## src/rtl/operand_fetch_if.sv

```systemverilog
// Handshake and register-file bus bundle for the operand fetch stage.
// slave is the stage's view of the bus; master is the surrounding pipeline's view.
interface operand_fetch_if;
  logic        in_valid;
  logic        in_ready;
  logic [15:0] in_instr;
  logic [15:0] in_pc;
  logic [3:0]  raddr0_;
  logic [3:0]  raddr1_;
  logic [15:0] rdata0;
  logic [15:0] rdata1;
  logic        wb_wen;
  logic [3:0]  wb_waddr;
  logic [15:0] wb_wdata;
  logic        out_valid;
  logic        out_ready;
  logic [15:0] out_instr;
  logic [15:0] out_pc;
  logic [15:0] out_va;
  logic [15:0] out_vb;

  modport slave (
    input  in_valid, in_instr, in_pc, rdata0, rdata1,
           wb_wen, wb_waddr, wb_wdata, out_ready,
    output in_ready, raddr0_, raddr1_, out_valid, out_instr, out_pc, out_va, out_vb
  );

  modport master (
    output in_valid, in_instr, in_pc, rdata0, rdata1,
           wb_wen, wb_waddr, wb_wdata, out_ready,
    input  in_ready, raddr0_, raddr1_, out_valid, out_instr, out_pc, out_va, out_vb
  );
endinterface

```

## src/rtl/operand_fetch.sv

```systemverilog
// Register-read stage: S1 holds the instruction whose register reads are in
// flight, S2 is the output register towards execute. Same-cycle writebacks are
// bypassed into S1's operands, and a held S2 snoops writebacks so its operands
// never go stale while execute stalls.
module operand_fetch #(
  parameter int RA_LSB  = 8,
  parameter int RB_LSB  = 4,
  parameter bit ZERO_R0 = 1'b1
) (
  input logic           clk,
  input logic           rst,
  input logic           flush,
  operand_fetch_if.slave bus
);

  logic        s1_valid;
  logic [15:0] s1_instr;
  logic [15:0] s1_pc;

  logic        out_valid_q;
  logic [15:0] out_instr_q;
  logic [15:0] out_pc_q;
  logic [15:0] out_va_q;
  logic [15:0] out_vb_q;

  logic        s2_free;
  logic        s1_adv;
  logic        in_ready_c;
  logic        accept;
  logic [3:0]  in_ra, in_rb, s1_ra, s1_rb, s2_ra, s2_rb;
  logic [15:0] op_a, op_b;
  logic        snoop_a, snoop_b;

  // True when a writeback lands on a register that is really stored (r0 may be hardwired).
  function automatic logic wb_hits(input logic [3:0] src, input logic wen, input logic [3:0] waddr);
    return wen && (waddr == src) && !(ZERO_R0 && (src == 4'd0));
  endfunction

  // Operand value for a source: hardwired zero, then bypassed writeback, then register file.
  function automatic logic [15:0] pick_operand(input logic [3:0] src, input logic [15:0] rdata,
                                               input logic wen, input logic [3:0] waddr,
                                               input logic [15:0] wdata);
    if (ZERO_R0 && (src == 4'd0))
      return 16'h0000;
    else if (wen && (waddr == src))
      return wdata;
    else
      return rdata;
  endfunction

  // Handshake, read-address steering and operand selection.
  always_comb begin
    in_ra      = bus.in_instr[RA_LSB +: 4];
    in_rb      = bus.in_instr[RB_LSB +: 4];
    s1_ra      = s1_instr[RA_LSB +: 4];
    s1_rb      = s1_instr[RB_LSB +: 4];
    s2_ra      = out_instr_q[RA_LSB +: 4];
    s2_rb      = out_instr_q[RB_LSB +: 4];
    s2_free    = !out_valid_q || bus.out_ready;
    s1_adv     = s1_valid && s2_free;
    in_ready_c = (!s1_valid || s2_free) && !flush && !rst;
    accept     = bus.in_valid && in_ready_c;
    op_a       = pick_operand(s1_ra, bus.rdata0, bus.wb_wen, bus.wb_waddr, bus.wb_wdata);
    op_b       = pick_operand(s1_rb, bus.rdata1, bus.wb_wen, bus.wb_waddr, bus.wb_wdata);
    snoop_a    = wb_hits(s2_ra, bus.wb_wen, bus.wb_waddr);
    snoop_b    = wb_hits(s2_rb, bus.wb_wen, bus.wb_waddr);
  end

  // While S1 is stalled it keeps re-reading its own sources so rdata stays aligned with it.
  assign bus.raddr0_ = in_ready_c ? in_ra : s1_ra;
  assign bus.raddr1_ = in_ready_c ? in_rb : s1_rb;
  assign bus.in_ready  = in_ready_c;
  assign bus.out_valid = out_valid_q;
  assign bus.out_instr = out_instr_q;
  assign bus.out_pc    = out_pc_q;
  assign bus.out_va    = out_va_q;
  assign bus.out_vb    = out_vb_q;

  // Slot state: reset clears everything, flush only kills valids, otherwise advance/hold/snoop.
  always_ff @(posedge clk) begin
    if (rst) begin
      s1_valid    <= 1'b0;
      s1_instr    <= '0;
      s1_pc       <= '0;
      out_valid_q <= 1'b0;
      out_instr_q <= '0;
      out_pc_q    <= '0;
      out_va_q    <= '0;
      out_vb_q    <= '0;
    end else if (flush) begin
      s1_valid    <= 1'b0;
      out_valid_q <= 1'b0;
    end else begin
      if (accept) begin
        s1_valid <= 1'b1;
        s1_instr <= bus.in_instr;
        s1_pc    <= bus.in_pc;
      end else if (s1_adv) begin
        s1_valid <= 1'b0;
      end

      if (s1_adv) begin
        out_valid_q <= 1'b1;
        out_instr_q <= s1_instr;
        out_pc_q    <= s1_pc;
        out_va_q    <= op_a;
        out_vb_q    <= op_b;
      end else if (bus.out_ready) begin
        out_valid_q <= 1'b0;
      end else if (out_valid_q) begin
        if (snoop_a) out_va_q <= bus.wb_wdata;
        if (snoop_b) out_vb_q <= bus.wb_wdata;
      end
    end
  end

endmodule

```

## src/flat_wrapper.sv

```systemverilog
// flat-port wrapper written by rule: the top's interface ports become plain ports
module operand_fetch_flat 
#(
  parameter int RA_LSB  = 8,
  parameter int RB_LSB  = 4,
  parameter bit ZERO_R0 = 1'b1
)
  (clk, rst, flush, bus_in_valid, bus_in_instr, bus_in_pc, bus_rdata0, bus_rdata1, bus_wb_wen, bus_wb_waddr, bus_wb_wdata, bus_out_ready, bus_in_ready, bus_raddr0_, bus_raddr1_, bus_out_valid, bus_out_instr, bus_out_pc, bus_out_va, bus_out_vb);
  operand_fetch_if bus_i ();
  input logic clk;
  input logic rst;
  input logic flush;
  input wire logic [$bits(bus_i.in_valid)-1:0] bus_in_valid;
  input wire logic [$bits(bus_i.in_instr)-1:0] bus_in_instr;
  input wire logic [$bits(bus_i.in_pc)-1:0] bus_in_pc;
  input wire logic [$bits(bus_i.rdata0)-1:0] bus_rdata0;
  input wire logic [$bits(bus_i.rdata1)-1:0] bus_rdata1;
  input wire logic [$bits(bus_i.wb_wen)-1:0] bus_wb_wen;
  input wire logic [$bits(bus_i.wb_waddr)-1:0] bus_wb_waddr;
  input wire logic [$bits(bus_i.wb_wdata)-1:0] bus_wb_wdata;
  input wire logic [$bits(bus_i.out_ready)-1:0] bus_out_ready;
  output wire logic [$bits(bus_i.in_ready)-1:0] bus_in_ready;
  output wire logic [$bits(bus_i.raddr0_)-1:0] bus_raddr0_;
  output wire logic [$bits(bus_i.raddr1_)-1:0] bus_raddr1_;
  output wire logic [$bits(bus_i.out_valid)-1:0] bus_out_valid;
  output wire logic [$bits(bus_i.out_instr)-1:0] bus_out_instr;
  output wire logic [$bits(bus_i.out_pc)-1:0] bus_out_pc;
  output wire logic [$bits(bus_i.out_va)-1:0] bus_out_va;
  output wire logic [$bits(bus_i.out_vb)-1:0] bus_out_vb;
  assign bus_i.in_valid = bus_in_valid;
  assign bus_i.in_instr = bus_in_instr;
  assign bus_i.in_pc = bus_in_pc;
  assign bus_i.rdata0 = bus_rdata0;
  assign bus_i.rdata1 = bus_rdata1;
  assign bus_i.wb_wen = bus_wb_wen;
  assign bus_i.wb_waddr = bus_wb_waddr;
  assign bus_i.wb_wdata = bus_wb_wdata;
  assign bus_i.out_ready = bus_out_ready;
  assign bus_in_ready = bus_i.in_ready;
  assign bus_raddr0_ = bus_i.raddr0_;
  assign bus_raddr1_ = bus_i.raddr1_;
  assign bus_out_valid = bus_i.out_valid;
  assign bus_out_instr = bus_i.out_instr;
  assign bus_out_pc = bus_i.out_pc;
  assign bus_out_va = bus_i.out_va;
  assign bus_out_vb = bus_i.out_vb;
  operand_fetch #(.RA_LSB(RA_LSB), .RB_LSB(RB_LSB), .ZERO_R0(ZERO_R0)) u_core (.clk(clk), .rst(rst), .flush(flush), .bus(bus_i));
endmodule
```

## config.mk

```make
export PLATFORM = sky130hd
export DESIGN_NAME = operand_fetch_flat
export DESIGN_NICKNAME = d
export VERILOG_FILES = /design/src/rtl/operand_fetch_if.sv /design/src/rtl/operand_fetch.sv /design/src/flat_wrapper.sv
export SDC_FILE = /design/constraint.sdc
export NUM_CORES = 1
export LEC_CHECK = 0
export ABC_AREA = 0
export BUFFER_PORTS_ARGS = -buffer_cell sky130_fd_sc_hd__buf_2
export CAP_MARGIN = 20
export CORE_MARGIN = 10
export CORE_UTILIZATION = 46
export CTS_BUF_LIST = sky130_fd_sc_hd__clkbuf_8
export CTS_CLUSTER_SIZE = 8
export DETAILED_ROUTE_END_ITERATION = 12
export GPL_TIMING_DRIVEN = 0
export PLACE_DENSITY = 0.83
export SYNTH_ARGS = -nofsm -noshare
export SYNTH_HDL_FRONTEND = slang
export SYNTH_SLANG_ARGS = --single-unit
```

## constraint.sdc

```tcl
create_clock -name clk -period 1.7 [get_ports clk]
set_clock_uncertainty 0.05 [all_clocks]
set_input_delay 0.085 -clock clk [delete_from_list [all_inputs] [get_ports clk]]
set_output_delay 0.085 -clock clk [all_outputs]
set_load 0.05 [all_outputs]
```

==> summary.md, run 1 <==
| Metric | Value |
|---|---|
| Met2 usage | `45.1%` |
| CP startpoint kind | `flop` |
| Later-pin clock latency in the skew report | `0.38 ns` |
| Max-cap viol count | `0` |
| Worst hold-check path type | `in2reg` |
| Ys Warns | `0` |
| # IOs | `164` |
| DP Worst Slack | `-0.363 ns` |
| Crit path time final | `2.05 ns` |
| Final nets | `874` |
| Placer Congestion | `0.936` |
| Outcome | `finished, violations left` |
| P per Cell Area | `just under 700 nW/um2` |
| TritonCTS clock tree | `done` |
| Area delta synth->final | `65.7%` |
| Antenna cells | `0` |
| Post-Syn Area | `~4300 um2` |
| Vias | `5324` |
| Worst path top cell family by delay | `flip-flops` |
| Core Area | `9150 um2` |
| Crit Path Max Fanout | `5` |
| Static Leakage | `2.95 nW` |
| Achievable Freq | `between 400 and 500 MHz` |
| Critical-path top delay cell | `dfxtp_4` |
| Row count | `35` |
| Slew Limit Fails | `0` |
| Violated checks | `negative setup slack` |
| Drc violations | `0` |
| TritonCTS buffer count | `9` |
| # port buffers | `160` |
| R2R setup slack | `-0.21 ns` |
| Worst EP required | `between 1.5 and 2 ns` |
| Fin. Hold Viols | `0` |
| Setup ws final | `-0.352 ns` |
| Root Driver | `clkbuf_8` |
| Post-Syn Nets | `around 620` |
| Mapped Cells | `531` |
| Netlist cell types | `39` |
| Die width | `between 100 and 150 um` |
| Antenna violations before repair | `0` |
| WP depth | `5` |
| Final setup viols | `between 60 and 70` |
| Peak supply drop | `slightly above 0.5 mV` |
| RSZ-0062 raised after global routing | `yes` |
| Layout cells sized above 1 | `between 40 and 50%` |
| Critical path class | `reg2out` |
| Worst hold margin | `between 0.006 and 0.007 ns` |
| Most frequent cells in the layout | `153 x buf_2, 128 x nand2_1, 80 x dfxtp_1, 58 x a21oi_1, 49 x dlygate4sd3_1` |
| HPWL after DPL | `roughly 12 mm` |
| M1 GR Usage | `slightly below 30%` |
| CP endpoint kind | `primary output` |
| Full die area | `~14000 um2` |
| Remaining global-route overflow | `0` |
| Worst-path cell chain | `nor2b_4 > a211oi_4 > buf_6 > mux2_4 > buf_8` |
| Post-synthesis sequential area ratio | `45.8%` |
| Commonest non-fill, non-tap cell in the layout | `buf_2` |
| Relative slew margins | `54.0%` |
| Power Total | `a little under 5 mW` |
| Initial Util | `46.8%` |
| Bufs and invs on worst path | `2` |
| First-iteration detailed-routing DRC count | `447` |
| First-pass DRT Iterations | `5` |
| WL/cell | `approximately 22 um` |
| Worst Reg2Reg Path Length in Cells | `6` |
| Avg Synthesized Cell Area | `just over 8 um2` |
| Tcrit/Tclk final | `121%` |
| First-pass GRT wire length | `27.9 mm` |
| Tot GR Track Use | `about 26%` |
| Slowest stage delay, CP | `0.36 ns` |
| # clock sinks | `98` |
| CP endpoint | `bus_raddr0_[1]` |
| Clock buffer depth | `2` |
| Arrival @ worst endpoint | `between 1.5 and 2 ns` |
| GR peak layer | `met2` |
| Met3 GRT Util | `8.58%` |
| Largest net degree at the start of global routing | `21` |
| Reg-to-Reg Start | `u_core.s1_valid` |
| H-tree depth | `3` |
| Pin slew with the least headroom to its limit | `slightly below 0.7 ns` |
| WL final | `between 15 and 20 mm` |
| Number of synthesized register bits | `between 90 and 100` |
| Die Y | `117 um` |
| Clock transition at path regs | `around 0.10 ns` |
| Reg-to-Reg End | `u_core.bus.out_vb[10]` |
| Worst Setup SP | `u_core.bus.out_valid` |
| Vias in the first global route | `~5200` |
| Vias/cell | `5.92` |
| Routed Antenna Nets | `0` |
worst register-to-register path, delay by kind of cell (launching register included):
| kind | cells | cell delay [ns] |
|---|---|---|
| AND/OR/NAND/NOR | 2 | 0.61 |
| AO/OA/AOI/OAI | 2 | 0.40 |
| buffers and inverters | 2 | 0.38 |
| flip-flops | 1 | 0.40 |
layer usage:
metal | vias to the layer above | part of all wire [%]
met2 | 357 | 49
met4 | 0 | 3.8
met5 | - | 0
li1 | 2384 | -
met3 | 80 | 11
met1 | 2503 | 36
cells by family (layout without fill, tap and decap cells):
logic type | count (synthesis) | count (layout) | share of synthesized area, %
and+or+nand+nor | 224 | 224 | 23.3
AOI/OAI and AO/OA | 139 | 139 | 21.1
DFF | 98 | 98 | 45.8
buffers and inverters | 48 | 306 | 4.87
xor gates and xnor gates | 14 | 14 | 2.86
muxes | 8 | 8 | 2.10
worst min path at each step:
stage                                 to  slack [ns]            start  depth (start not counted)
floorplan             u_core.s1_instr[0]        0.17  bus_in_instr[0]                          2
global placement         u_core.s1_pc[9]        0.28     bus_in_pc[9]                          3
detailed placement      u_core.s1_pc[11]        0.28    bus_in_pc[11]                          3
CTS                 u_core.bus.out_va[8]       0.004    bus_rdata0[8]                          3
global route        u_core.bus.out_va[8]        0.01    bus_rdata0[8]                          3
finish              u_core.bus.out_va[8]       0.006    bus_rdata0[8]                          3
state kept, by name, indices dropped and copies added, names as in the netlist:
register and count:
u_core.bus.out_vb 16, u_core.bus.out_instr 16, u_core.bus.out_pc 16, u_core.s1_valid 1, u_core.s1_instr 16, u_core.bus.out_valid 1
u_core.s1_pc 16, u_core.bus.out_va 16
cell type report:
| cell class | count | area, um2 |
|---|---|---|
| buffer | 44 | 343 |
| clock buffer | 9 | 124 |
| clock inverter | 7 | 81.3 |
| fill | 570 | 2050 |
| inverter | 2 | 7.51 |
| multi-input combinational | 385 | 2620 |
| sequential | 98 | 2010 |
| tap | 111 | 139 |
| timing repair buffer | 244 | 1770 |
synth_stat cells (all sizes together):
master	count	area share, %
a21boi	1	0.18
a221oi	1	0.35
inv	2	0.18
o31ai	1	0.18
nor4b	1	0.35
a31oi	16	2.3
nor4	3	0.44
a21oi	66	7.7
nor2	35	3.1
and2	2	0.29
dfxtp	98	46
a211oi	19	3.4
and3	1	0.15
xor2	6	1.2
nand4	2	0.29
or3	3	0.44
or2	1	0.15
a311oi	16	3.3
nor3	5	0.82
nand2b	1	0.15
and3b	1	0.20
or3b	1	0.20
nor2b	1	0.15
clkbuf	36	3.4
a21o	1	0.20
a32oi	15	3.1
or4	1	0.18
buf	10	1.3
o21ai	2	0.23
a22oi	1	0.18
nand2	150	13
xnor2	8	1.6
and4	16	3.3
mux2	8	2.1
power breakdown:
| part | switching (mW) | internal [mW] | total [mW] | leakage [nW] |
|---|---|---|---|---|
| sequential | 0.0466 | 2.33 | 2.38 | 0.805 |
| combinational | 0.552 | 0.434 | 0.986 | 2.04 |
| clock | 0.988 | 0.589 | 1.58 | 0.103 |
timing repair:
item,4_1_cts,5_1_grt
cloned,2,7
buffers inserted,11,20
hold endpoints to repair,49,0
pin swaps,23,24
setup endpoints to repair,101,101
hold buffers,49,0
resized for setup,105,123
through the flow:
step / instance area (um2) / TNS (ns) / instances / util, %
global placement: 5280 / -18.95 / 802 / 57.7
CTS: 6490 / -6.17 / 876 / 70.9
detailed placement: 5280 / -22.33 / 802 / 57.7
finish: 7100 / -8.48 / 900 / 77.6
floorplan: 4340 / -2.47 / 531 / -
global route: 7100 / -12.81 / 900 / 77.6
(Power assumes the default switching activity.)
==> inputs of run 2 (changes only) <==
Clock period 1.7 ns to 1.75 ns, I/O delays scaled along.
==> run 2 against run 1 <==
Compared with the run above: the flow still finishes with violations (negative setup slack); combinational power down 1%; utilization up 2.3 points; sequential power down 3%; clock power down 4%; critical path depth up 1; cell count up 1.4%; register-to-register slack about the same; first-iteration DRC count down 14%; setup slack better by 0.095 ns; sequential share of layout area down 0.90 points; critical path type unchanged.
==> summary.md, run 2 (synthesis gave the netlist of run 1 again) <==
| Metric | Value |
|---|---|
| Final nets | `between 800 and 900` |
| Final setup viols | `40` |
| Reg-to-Reg Start | `u_core.bus.out_valid` |
| Full die area | `about 14000 um2` |
| TritonCTS clock tree | `done` |
| First-pass DRT Iterations | `5` |
| Clock buffer depth | `2` |
| Layout cells sized above 1 | `46.1%` |
| Later-pin clock latency in the skew report | `0.37 ns` |
| Drc violations | `0` |
| Relative slew margins | `a little over half` |
| Row count | `35` |
| Hold EP | `u_core.bus.out_va[2]` |
| Worst hold margin | `about 0.016 ns` |
| Fin. Hold Viols | `0` |
| Worst hold-check path type | `in2reg` |
| Remaining global-route overflow | `0` |
| Crit Path Max Fanout | `5` |
| RSZ-0062 raised after global routing | `yes` |
| P per Cell Area | `between 600 and 700 nW/um2` |
| Antenna cells | `0` |
| Initial Util | `46.8%` |
| Root Driver | `clkbuf_8` |
| HPWL after DPL | `11.8 mm` |
| Vias in the first global route | `about 5400` |
| Worst EP required | `~1.6 ns` |
| Violated checks | `negative setup slack` |
| Max-cap viol count | `0` |
| Slew Limit Fails | `0` |
| Critical path class | `reg2out` |
| Core Area | `9150 um2` |
| Routed Antenna Nets | `0` |
| Setup ws final | `-0.257 ns` |
| Pin slew with the least headroom to its limit | `~0.71 ns` |
| Area delta synth->final | `70.5%` |
| Largest net degree at the start of global routing | `21` |
| Tot GR Track Use | `a little over a quarter` |
| WL/cell | `20.4 um` |
| Static Leakage | `3.03 nW` |
| Antenna violations before repair | `0` |
| Tcrit/Tclk final | `115%` |
| # clock sinks | `98` |
| TritonCTS buffer count | `9` |
| Vias/cell | `5.69` |
| First-iteration detailed-routing DRC count | `roughly 380` |
| CP startpoint kind | `flop` |
| Worst Hold Path Cells | `3` |
| R2R setup slack | `-0.20 ns` |
| Placer Congestion | `0.960` |
| First-pass GRT wire length | `28.1 mm` |
| Final cell count without fillers | `913` |
| # port buffers | `160` |
| Vias | `5194` |
| Dpl cells | `around 800` |
| H-tree depth | `3` |
| Arrival @ worst endpoint | `1.87 ns` |
| Achievable Freq | `between 400 and 500 MHz` |
| Reg-to-Reg End | `u_core.bus.out_va[15]` |
| Most frequent cells in the layout | `152 x buf_2, 146 x nand2_1, 80 x dfxtp_1, 64 x a21oi_1, 52 x dlygate4sd3_1` |
| Crit path time final | `roughly 2 ns` |
| CP endpoint kind | `primary output` |
| Hold_sp | `bus_rdata0[2]` |
| WL final | `approximately 19 mm` |
| Power Total | `approximately 4.8 mW` |
| Worst Reg2Reg Path Length in Cells | `10` |
| Clock transition at path regs | `roughly 0.11 ns` |
| Peak supply drop | `~0.54 mV` |
| Outcome | `finished, violations left` |
| Die Y | `117 um` |
| Commonest non-fill, non-tap cell in the layout | `buf_2` |
| # IOs | `roughly 160` |
| Die width | `between 100 and 150 um` |
run 2: timing repair:
action / in CTS / in global routing
pin swaps: 47 / 25
setup buffers: 30 / 11
setup endpoints to repair: 101 / 101
hold buffers: 52 / 0
gates cloned: 9 / 1
gates resized for setup: 153 / 92
endpoints found under the hold margin: 49 / 0
run 2: through the flow:
step	utilization, %	area [um2]	worst slack [ns]	setup TNS, ns
after global placement	57.6	5270	-0.297	-14.81
final	79.9	7310	-0.257	-5.62
after detailed placement	57.6	5270	-0.348	-19.74
after CTS	75.6	6920	-0.284	-4.89
after floorplan	-	4330	-0.0152	-0.193
after global routing	79.9	7310	-0.317	-8.16
run 2: report_power, final:
group | internal [mW] | switching, mW | leakage, nW
logic | 0.430 | 0.543 | 2.12
registers | 2.27 | 0.0397 | 0.804
clock network | 0.570 | 0.944 | 0.103
run 2: worst max-delay path, cell delays in order (launching register included):
cell and delay, ns:
dfxtp_4 0.36, nor2b_4 0.14, a211oi_4 0.23, buf_4 0.16
buf_6 0.13, mux2_4 0.32, buf_6 0.16
run 2: final cells by class:
class / count / area, um2
repair buffers: 257 / 1850
inverters: 2 / 7.51
clock buffers: 9 / 124
fillers: 541 / 1840
multi-input cells: 385 / 2740
flip-flops and latches: 98 / 2000
well taps: 111 / 139
plain buffers: 44 / 368
clock inverters: 7 / 81.3
run 2: metal layers:
| metal | vias up | share of wire (%) | GRT usage, % |
|---|---|---|---|
| met1 | 2415 | 37 | 27.2 |
| li1 | 2401 | - | - |
| met4 | 0 | 3.5 | 11.2 |
| met3 | 64 | 10 | 9.24 |
| met5 | - | 0 | 0 |
| met2 | 314 | 50 | 47.0 |
run 2: worst max-delay path by stage:
stage | startpoint | to | slack [ns] | cells after the start
2_1_floorplan | u_core.bus.out_instr[8] | u_core.bus.out_va[10] | -0.02 | 6
3_3_place_gp | u_core.s1_instr[6] | u_core.bus.out_vb[2] | -0.30 | 6
3_5_place_dp | u_core.s1_instr[5] | u_core.bus.out_vb[3] | -0.35 | 6
4_1_cts | u_core.bus.out_valid | bus_raddr1_[3] | -0.28 | 6
5_1_grt | u_core.bus.out_valid | bus_raddr0_[1] | -0.32 | 6
6_report | u_core.bus.out_valid | bus_raddr0_[1] | -0.26 | 6
==> inputs of run 3 (changes only) <==
Settings changed: CORE_UTILIZATION 46 to 44, CTS_BUF_LIST sky130_fd_sc_hd__clkbuf_8 to not set, PLACE_DENSITY 0.83 to 0.8.
==> run 3 against run 2 <==
Compared with the run above: the flow still finishes with violations (negative setup slack); combinational power up 2.4%; clock power about the same; via count up 4.0%; flip-flop and latch count unchanged; cell count up 0.88%; setup slack better by 0.011 ns; die area up 3.8%; power up 0.61%; routed wire length up 8.5%; design area down 0.80%; sequential share of layout area up 0.22 points; largest cell class unchanged; highest routed layer unchanged.
==> summary.md, run 3 (synthesis gave the netlist of run 1 again) <==
| Metric | Value |
|---|---|
| Commonest non-fill, non-tap cell in the layout | `buf_2` |
| Tot GR Track Use | `around a quarter` |
| Critical-path top delay cell | `dfxtp_4` |
| Max-cap viol count | `0` |
| Worst EP required | `between 1.5 and 2 ns` |
| Pin slew with the least headroom to its limit | `between 0.7 and 0.8 ns` |
| # port buffers | `160` |
| Placer Congestion | `between 0.9 and 1` |
| Die width | `119 um` |
| RSZ-0062 raised after global routing | `yes` |
| Crit Path Max Fanout | `5` |
| Static Leakage | `2.98 nW` |
| Critical path class | `reg2out` |
| Routed Antenna Nets | `0` |
| Area delta synth->final | `69.1%` |
| HPWL after DPL | `approximately 12 mm` |
| Later-pin clock latency in the skew report | `~0.38 ns` |
| Final nets | `about 880` |
| Drc violations | `0` |
| Peak supply drop | `between 0.4 and 0.5 mV` |
| Slowest stage delay, CP | `0.35 ns` |
| Largest net degree at the start of global routing | `21` |
| Worst hold-check path type | `in2reg` |
| Setup ws final | `-0.246 ns` |
| Final setup viols | `67` |
| Most frequent cells in the layout | `154 x buf_2, 118 x nand2_1, 80 x dfxtp_1, 49 x dlygate4sd3_1, 39 x a21oi_1` |
| Relative slew margins | `49.0%` |
| Full die area | `14100 um2` |
| Fin. Hold Viols | `0` |
| Setup tns final | `-6.64 ns` |
| CP startpoint kind | `flop` |
| Root Driver | `clkbuf_8` |
| Row count | `35` |
| Clock buffer depth | `2` |
| Violated checks | `negative setup slack` |
| Outcome | `finished, violations left` |
| Antenna violations before repair | `0` |
| Die Y | `around 120 um` |
| Antenna cells | `0` |
| Worst-path cell chain | `nor2b_4 > a211oi_4 > buf_6 > mux2_4 > buf_8` |
| First-iteration detailed-routing DRC count | `around 610` |
| Achievable Freq | `between 500 and 600 MHz` |
| Vias in the first global route | `between 5000 and 6000` |
| Layout cells sized above 1 | `46.8%` |
| TritonCTS buffer count | `9` |
| Vias/cell | `about 5.9` |
| WL final | `20.2 mm` |
| Tcrit/Tclk final | `114%` |
| Crit path time final | `roughly 2 ns` |
| Slew Limit Fails | `0` |
| # clock sinks | `approximately 100` |
| Arrival @ worst endpoint | `1.86 ns` |
| Final core occ | `approximately 77%` |
| Remaining global-route overflow | `0` |
| First-pass DRT Iterations | `5` |
| P per Cell Area | `665 nW/um2` |
| Core Area | `about 9400 um2` |
| CP endpoint kind | `primary output` |
| H-tree depth | `3` |
| # IOs | `roughly 160` |
| Vias | `5403` |
| TritonCTS clock tree | `done` |
| WL/cell | `between 20 and 25 um` |
| Initial Util | `roughly 46%` |
| First-pass GRT wire length | `~28 mm` |
| Clock transition at path regs | `0.11 ns` |
## run 3: power breakdown
| part | total [mW] | leakage, nW | internal, mW | switching (mW) |
|---|---|---|---|---|
| Clock | 1.51 | 0.103 | 0.572 | 0.942 |
| Sequential | 2.31 | 0.804 | 2.27 | 0.0458 |
| Combinational | 0.996 | 2.07 | 0.429 | 0.567 |
## run 3: critical path, delay by kind of cell, from the launching register on
kind | cells | cell delay (ns)
AO/OA/AOI/OAI | 1 | 0.32
flip-flops | 1 | 0.35
buffers and inverters | 2 | 0.34
multiplexers | 1 | 0.32
AND/OR/NAND/NOR | 1 | 0.15
## run 3: final cells by class
type,count,area (um2)
well taps,129,161
plain buffers,44,333
inverters,2,7.51
clock inverters,7,81.3
clock buffers,9,124
multi-input cells,385,2770
flip-flops and latches,98,2000
repair buffers,247,1770
fillers,593,2120
## run 3: final timing paths
check / from / endpoint / slack (ns) / depth (start not counted)
worst max register to register: u_core.s1_instr[8] / u_core.bus.out_va[13] / -0.21 / 6
worst min-delay path: bus_rdata0[6] / u_core.bus.out_va[6] / 0.02 / 3
worst min register to register: u_core.bus.out_pc[2] / u_core.bus.out_pc[2] / 0.41 / 2
worst max-delay path: u_core.bus.out_valid / bus_raddr0_[3] / -0.25 / 5
## run 3: routing by layer
metal	GRT usage (%)	vias to the layer above	part of all wire (%)
li1	-	2384	-
met2	40.3	411	49
met4	10.6	0	5.5
met5	0	-	0
met3	8.09	108	10
met1	26.9	2500	36
## run 3: repair_timing
item | in CTS | in global routing
cloned | 8 | 1
gates resized for setup | 140 | 120
buffers inserted | 23 | 12
pin swaps | 33 | 59
endpoints found under the setup margin | 101 | 101
hold buffers | 49 | 0
hold endpoints to repair | 49 | 0
## run 3: per-stage QoR
stage / cell area [um2] / setup WS (ns) / power [mW] / std cells / hold slack [ns]
after global routing: 7250 / -0.281 / 4.98 / 921 / 0.0210
final: 7250 / -0.246 / 4.82 / 921 / 0.0161
after global placement: 5290 / -0.290 / 2.93 / 820 / 0.279
after floorplan: 4330 / -0.0152 / 2.71 / 531 / 0.173
after detailed placement: 5290 / -0.332 / 2.95 / 820 / 0.284
after CTS: 6740 / -0.228 / 4.64 / 910 / 0.00675
